## src/rtl/alu_seq_ctrl_if.sv

```systemverilog
// Instruction handshake plus decoded datapath controls between the
// instruction source, the sequencing controller and the RegFile/ALU pair.
interface alu_seq_ctrl_if;
  logic [15:0] inst_in;
  logic        inst_valid;
  logic        inst_ready;
  logic [4:0]  Flags_in;
  logic [3:0]  RdestRegLoc;
  logic [3:0]  RsrcRegLoc;
  logic [15:0] Imm;
  logic        Imm_s;
  logic [3:0]  OpCode;
  logic        En;
  logic [4:0]  psr;
  logic        busy;
  logic        done;
  logic [15:0] icount;

  // Instruction source / datapath side
  modport master (
    output inst_in, inst_valid, Flags_in,
    input  inst_ready, RdestRegLoc, RsrcRegLoc, Imm, Imm_s, OpCode,
           En, psr, busy, done, icount
  );

  // Controller side
  modport slave (
    input  inst_in, inst_valid, Flags_in,
    output inst_ready, RdestRegLoc, RsrcRegLoc, Imm, Imm_s, OpCode,
           En, psr, busy, done, icount
  );
endinterface

```

## src/rtl/alu_seq_ctrl.sv

```systemverilog
// Sequencing controller for the RegFile/ALU datapath.
// Accepts one instruction per handshake, decodes it into registered fields,
// walks IDLE -> DECODE -> EXEC -> DONE and captures ALU flags into psr.
//
//   state  | meaning
//   IDLE   | ready for a new instruction, fields hold last decode
//   DECODE | datapath settles on the latched fields
//   EXEC   | write enable pulse (unless NOP/CMP), flags captured on exit
//   DONE   | completion pulse, retired count advanced on exit
module alu_seq_ctrl #(
  parameter logic [15:0] IcountResetVal = 16'h0000
) (
  input logic           Clk,
  input logic           Rst,
  alu_seq_ctrl_if.slave bus
);

  localparam logic [3:0] CMP_OP = 4'hB;

  typedef enum logic [1:0] {
    IDLE   = 2'd0,
    DECODE = 2'd1,
    EXEC   = 2'd2,
    DONE   = 2'd3
  } stateT;

  stateT       state;
  stateT       nextState;

  logic [3:0]  rdestReg;
  logic [3:0]  rsrcReg;
  logic [15:0] immReg;
  logic        immSelReg;
  logic [3:0]  opCodeReg;
  logic        isNop;
  logic [4:0]  psrReg;
  logic [15:0] icountReg;

  logic        accept;

  assign accept = (state == IDLE) && bus.inst_valid;

  // State register; reset returns to IDLE immediately, aborting any write.
  always_ff @(posedge Clk or negedge Rst) begin
    if (!Rst) state <= IDLE;
    else      state <= nextState;
  end

  // Next-state sequencing: fixed four-step walk, only IDLE looks at inst_valid.
  always_comb begin
    nextState = state;
    case (state)
      IDLE:    if (bus.inst_valid) nextState = DECODE;
      DECODE:  nextState = EXEC;
      EXEC:    nextState = DONE;
      DONE:    nextState = IDLE;
      default: nextState = IDLE;
    endcase
  end

  // Decode the instruction at the accept edge; fields then hold until the next accept.
  always_ff @(posedge Clk or negedge Rst) begin
    if (!Rst) begin
      rdestReg  <= 4'h0;
      rsrcReg   <= 4'h0;
      immReg    <= 16'h0000;
      immSelReg <= 1'b0;
      opCodeReg <= 4'h0;
      isNop     <= 1'b0;
    end else if (accept) begin
      rdestReg <= bus.inst_in[11:8];
      isNop    <= (bus.inst_in == 16'h0000);
      if (bus.inst_in[15:12] == 4'h0) begin
        opCodeReg <= bus.inst_in[7:4];
        rsrcReg   <= bus.inst_in[3:0];
        immSelReg <= 1'b0;
        immReg    <= 16'h0000;
      end else begin
        opCodeReg <= bus.inst_in[15:12];
        rsrcReg   <= 4'h0;
        immSelReg <= 1'b1;
        immReg    <= {{8{bus.inst_in[7]}}, bus.inst_in[7:0]};
      end
    end
  end

  // Status capture on the edge leaving EXEC; a NOP leaves the flags alone.
  always_ff @(posedge Clk or negedge Rst) begin
    if (!Rst)                          psrReg <= 5'h00;
    else if (state == EXEC && !isNop)  psrReg <= bus.Flags_in;
  end

  // Retired-instruction counter, bumped on the edge leaving DONE; wraps freely.
  always_ff @(posedge Clk or negedge Rst) begin
    if (!Rst)                icountReg <= IcountResetVal;
    else if (state == DONE)  icountReg <= icountReg + 16'h0001;
  end

  assign bus.inst_ready  = (state == IDLE);
  assign bus.busy        = (state != IDLE);
  assign bus.done        = (state == DONE);
  assign bus.En          = (state == EXEC) && !isNop && (opCodeReg != CMP_OP);
  assign bus.RdestRegLoc = rdestReg;
  assign bus.RsrcRegLoc  = rsrcReg;
  assign bus.Imm         = immReg;
  assign bus.Imm_s       = immSelReg;
  assign bus.OpCode      = opCodeReg;
  assign bus.psr         = psrReg;
  assign bus.icount      = icountReg;

endmodule
```

## src/flat_wrapper.sv

```systemverilog
// flat-port wrapper written by rule: the top's interface ports become plain ports
module alu_seq_ctrl_flat 
#(
  parameter logic [15:0] IcountResetVal = 16'h0000
)
  (Clk, Rst, bus_inst_in, bus_inst_valid, bus_Flags_in, bus_inst_ready, bus_RdestRegLoc, bus_RsrcRegLoc, bus_Imm, bus_Imm_s, bus_OpCode, bus_En, bus_psr, bus_busy, bus_done, bus_icount);
  alu_seq_ctrl_if bus_i ();
  input logic Clk;
  input logic Rst;
  input wire logic [$bits(bus_i.inst_in)-1:0] bus_inst_in;
  input wire logic [$bits(bus_i.inst_valid)-1:0] bus_inst_valid;
  input wire logic [$bits(bus_i.Flags_in)-1:0] bus_Flags_in;
  output wire logic [$bits(bus_i.inst_ready)-1:0] bus_inst_ready;
  output wire logic [$bits(bus_i.RdestRegLoc)-1:0] bus_RdestRegLoc;
  output wire logic [$bits(bus_i.RsrcRegLoc)-1:0] bus_RsrcRegLoc;
  output wire logic [$bits(bus_i.Imm)-1:0] bus_Imm;
  output wire logic [$bits(bus_i.Imm_s)-1:0] bus_Imm_s;
  output wire logic [$bits(bus_i.OpCode)-1:0] bus_OpCode;
  output wire logic [$bits(bus_i.En)-1:0] bus_En;
  output wire logic [$bits(bus_i.psr)-1:0] bus_psr;
  output wire logic [$bits(bus_i.busy)-1:0] bus_busy;
  output wire logic [$bits(bus_i.done)-1:0] bus_done;
  output wire logic [$bits(bus_i.icount)-1:0] bus_icount;
  assign bus_i.inst_in = bus_inst_in;
  assign bus_i.inst_valid = bus_inst_valid;
  assign bus_i.Flags_in = bus_Flags_in;
  assign bus_inst_ready = bus_i.inst_ready;
  assign bus_RdestRegLoc = bus_i.RdestRegLoc;
  assign bus_RsrcRegLoc = bus_i.RsrcRegLoc;
  assign bus_Imm = bus_i.Imm;
  assign bus_Imm_s = bus_i.Imm_s;
  assign bus_OpCode = bus_i.OpCode;
  assign bus_En = bus_i.En;
  assign bus_psr = bus_i.psr;
  assign bus_busy = bus_i.busy;
  assign bus_done = bus_i.done;
  assign bus_icount = bus_i.icount;
  alu_seq_ctrl #(.IcountResetVal(IcountResetVal)) u_core (.Clk(Clk), .Rst(Rst), .bus(bus_i));
endmodule
```

## config.mk

```make
export PLATFORM = sky130hd
export DESIGN_NAME = alu_seq_ctrl_flat
export DESIGN_NICKNAME = d
export VERILOG_FILES = /design/src/rtl/alu_seq_ctrl_if.sv /design/src/rtl/alu_seq_ctrl.sv /design/src/flat_wrapper.sv
export SDC_FILE = /design/constraint.sdc
export NUM_CORES = 1
export LEC_CHECK = 0
export CORE_MARGIN = 5
export CORE_UTILIZATION = 44
export DETAILED_ROUTE_END_ITERATION = 8
export PLACE_DENSITY = 0.87
export SYNTH_ARGS = -nofsm -noshare
export SYNTH_HDL_FRONTEND = slang
export SYNTH_SLANG_ARGS = --single-unit
```

## constraint.sdc

```tcl
create_clock -name Clk -period 1.7 [get_ports Clk]
set_input_delay 0.255 -clock Clk [delete_from_list [all_inputs] [get_ports Clk]]
set_output_delay 0.255 -clock Clk [all_outputs]
set_load 0.01 [all_outputs]
```

==> flow_summary.ini, run 1 <==
[power]
ir_drop_uv = 952
leakage_nw = 1.32
power_mw = 4.48
powerDensity_mw_per_mm2 = 1500

[grt]
antenna_found_initial = 0
grt_max_degree = 29
overflow = 0
grt_pass1_wl_mm = 8.16
first_global_vias = 1742
grt_usage = 0.168

[floorplanning]
start_util = 0.462
die_w_um = 78.1
dieHeight_um = 78.1
design.die.area_mm2 = 0.00610
rows = 24
pin_count = 78
core_region_area_mm2 = 0.00441

[worst_setup_path]
critical_path.cell_chain = clkdlybuf4s50_1
critPathKind = flop to output pin
slowest_delay_ns = 0.59
start_kind = flop
arrival_ns = 1.37
critical_path_peak_fanout = 6
worstRegToRegCells = 6
required_ns = 1.44
path_buf_inv = 1
cp_slowest_cell = clkdlybuf4s50_1
worstSetupEndpointType = output pin
cp_num_cells = 1
reg2reg_slack_ns = 0.13
cp_top_family = buffers and inverters

[route]
vias = 1639
route.detailed.drc = 0
drtIter0Drc = 48
routed_wl_mm = 4.92
via_per_inst = 5.03
ant_nets = 0
drtPass1Iterations = 4
wl_per_cell_um = 15.1

[layout]
ff_latch_area_mm2 = 0.00113
multiInputGateArea_um2 = 832
fillCellCount = 360
diodes = 0
fin_nets = 302
layout-drive-gt1-share = 0.153
final_core_util = 0.677
syn_to_final_growth_pct = 46.4
layout.cells.non_filler = 326
fin_area_mm2 = 0.00299

[clock_network]
cts_root_buffer = clkbuf_8
h-tree-depth = 2
cts_made_buffers = 5
cts_sinks = 45
clk_latency_ns = 0.30
tritoncts = yes
clk_pin_slew_ns = 0.08
cts_buffer_depth = 2

[placement]
place_area_mm2 = 0.00288
place_ws_ns = -0.00633
gp_congestion = 0.883
place_inst = 316
hpwl_mm = 3.78
place.port_buffers = 77

[sta]
hold_viol_final = 0
rsz0062_at_grt = no
worst_hold_slack_ns = 0.462
drv_slew = 0
finalSetupViolCount = 0
fin_crit_ns = 1.62
relSlewSlack = 0.649
finalWorstSetupSlack_ns = 0.0758
max_slew.worst_pin.slew_ns = 0.527
max_freq_ghz = 0.616
post-route-period-util = 0.955
skew_ns = 0.00430
tns_ns = 0

[synthesis]
synth_area_mm2 = 0.00204
ys_seq_elements = 45
ys.warnings.count = 0
synth_seq_area_share = 0.552
synth_nets = 217
yosysTopAreaCell = dfrtp_1
synthTopCellsByArea = dfrtp_1, nand2_1, xor2_1
yosysUniqueCellTypes = 27
synth_area_per_cell_um2 = 10.9
synth_top_area_share = 0.552
synthCells = 188

[worst_hold_path]
hold_path_class = input port to async pin

[flow_run]
max_cap_violations = 0

[outcome]
status = finished, final reports clean
-- flip-flops by register name (all words and copies together), names as in the netlist --
name                    flops
u_core.bus.icount          16
u_core.bus.psr              5
u_core.bus.RdestRegLoc      4
u_core.bus.Imm_s            1
u_core.bus.RsrcRegLoc       4
u_core.bus.Imm              8
u_core.state                2
u_core.isNop                1
u_core.bus.OpCode           4
-- timing repair --
item | 4_1_cts | 5_1_grt
hold buffers | 1 | 0
setup endpoints to repair | 4 | 13
gates resized for setup | 7 | 6
buffers inserted | 0 | 1
cloned | 0 | 0
endpoints found under the hold margin | 21 | 0
-- placed cells by master (no fill, tap or decap) --
cell	netlist	final
a21oi_1	5	5
and2_1	2	2
buf_2	2	2
buf_4	8	13
clkbuf_1	3	3
clkbuf_8	0	5
clkdlybuf4s50_1	0	72
dfrtp_1	45	44
dfrtp_2	0	1
dlygate4sd2_1	0	3
dlygate4sd3_1	0	1
ha_1	5	3
ha_2	0	1
ha_4	0	1
inv_1	5	4
inv_2	0	1
mux2_2	7	7
nand2_1	43	43
nand3_1	6	6
nand3_2	2	2
nand4_1	4	4
nand4_2	1	1
nand4_4	1	1
nand4b_1	1	1
nor2_1	2	2
nor2b_1	2	1
nor2b_2	0	1
nor3_1	5	5
nor4_1	3	3
nor4_2	5	5
nor4_4	1	1
o21ai_0	10	10
o21ai_1	4	4
or4_1	1	1
xnor2_1	5	5
xor2_1	10	10
-- logic make-up after synthesis --
kind of cell             Yosys count  share of synthesized area
AO/OA/AOI/OAI                     19                     0.0466
XOR/XNOR                          15                     0.0644
adder cells (fa/ha/maj)            5                     0.0307
buffers and inverters             18                     0.0491
flip-flops                        45                      0.552
multiplexers                       7                     0.0386
AND/OR/NAND/NOR                   79                      0.219
-- final timing paths --
kind | startpoint | to
hold / removal | Rst | u_core.bus.icount[13]$_DFFE_PN0P_
min in group Clk | u_core.bus.icount[15]$_DFFE_PN0P_ | u_core.bus.icount[15]$_DFFE_PN0P_
setup reg to reg | u_core.state[0]$_DFFE_PN0P_ | u_core.bus.icount[15]$_DFFE_PN0P_
setup / recovery | u_core.bus.icount[3]$_DFFE_PN0P_ | bus_icount[3]
hold reg to reg | u_core.bus.icount[15]$_DFFE_PN0P_ | u_core.bus.icount[15]$_DFFE_PN0P_
max in group asynchronous | Rst | u_core.bus.Imm[14]$_DFFE_PN0P_
-- cell usage after synthesis, drive strengths merged --
cell type,instances
nand2,43
dfrtp,45
xnor2,5
clkbuf,3
buf,10
nor4,9
mux2,7
nor2,2
nand4,6
ha,5
xor2,10
and2,2
o21ai,14
nand3,8
inv,5
nand4b,1
or4,1
a21oi,5
nor2b,2
nor3,5
-- cell type report --
cell class	count	share of cell area
Tap cell	52	0.0218
Multi-Input combinational cell	125	0.278
Sequential cell	45	0.377
Timing Repair Buffer	91	0.289
Clock buffer	8	0.0268
Inverter	5	0.00628
-- routing by layer --
| layer | GRT usage | up-vias | part of all wire | routed length (um) |
|---|---|---|---|---|
| li1 | - | 799 | - | - |
| met1 | 0.209 | 779 | 0.44 | 2140 |
| met2 | 0.273 | 52 | 0.49 | 2400 |
| met3 | 0.0538 | 9 | 0.061 | 301 |
| met4 | 0.0591 | 0 | 0.015 | 76 |
| met5 | 0 | - | 0 | 0 |
-- report_power, final --
group / switching, mW / internal [mW]
clock: 0.351 / 0.293
sequential: 0.308 / 1.43
combinational: 0.905 / 1.19
total: 1.56 / 2.92
No activity file was read; power rests on OpenSTA's default activity.
==> run 2, diff against run 1 <==
Settings changed: SLEW_MARGIN set to 20.
==> results of run 2 <==
The final DEF is identical to that of run 1; final timing and power are the same.
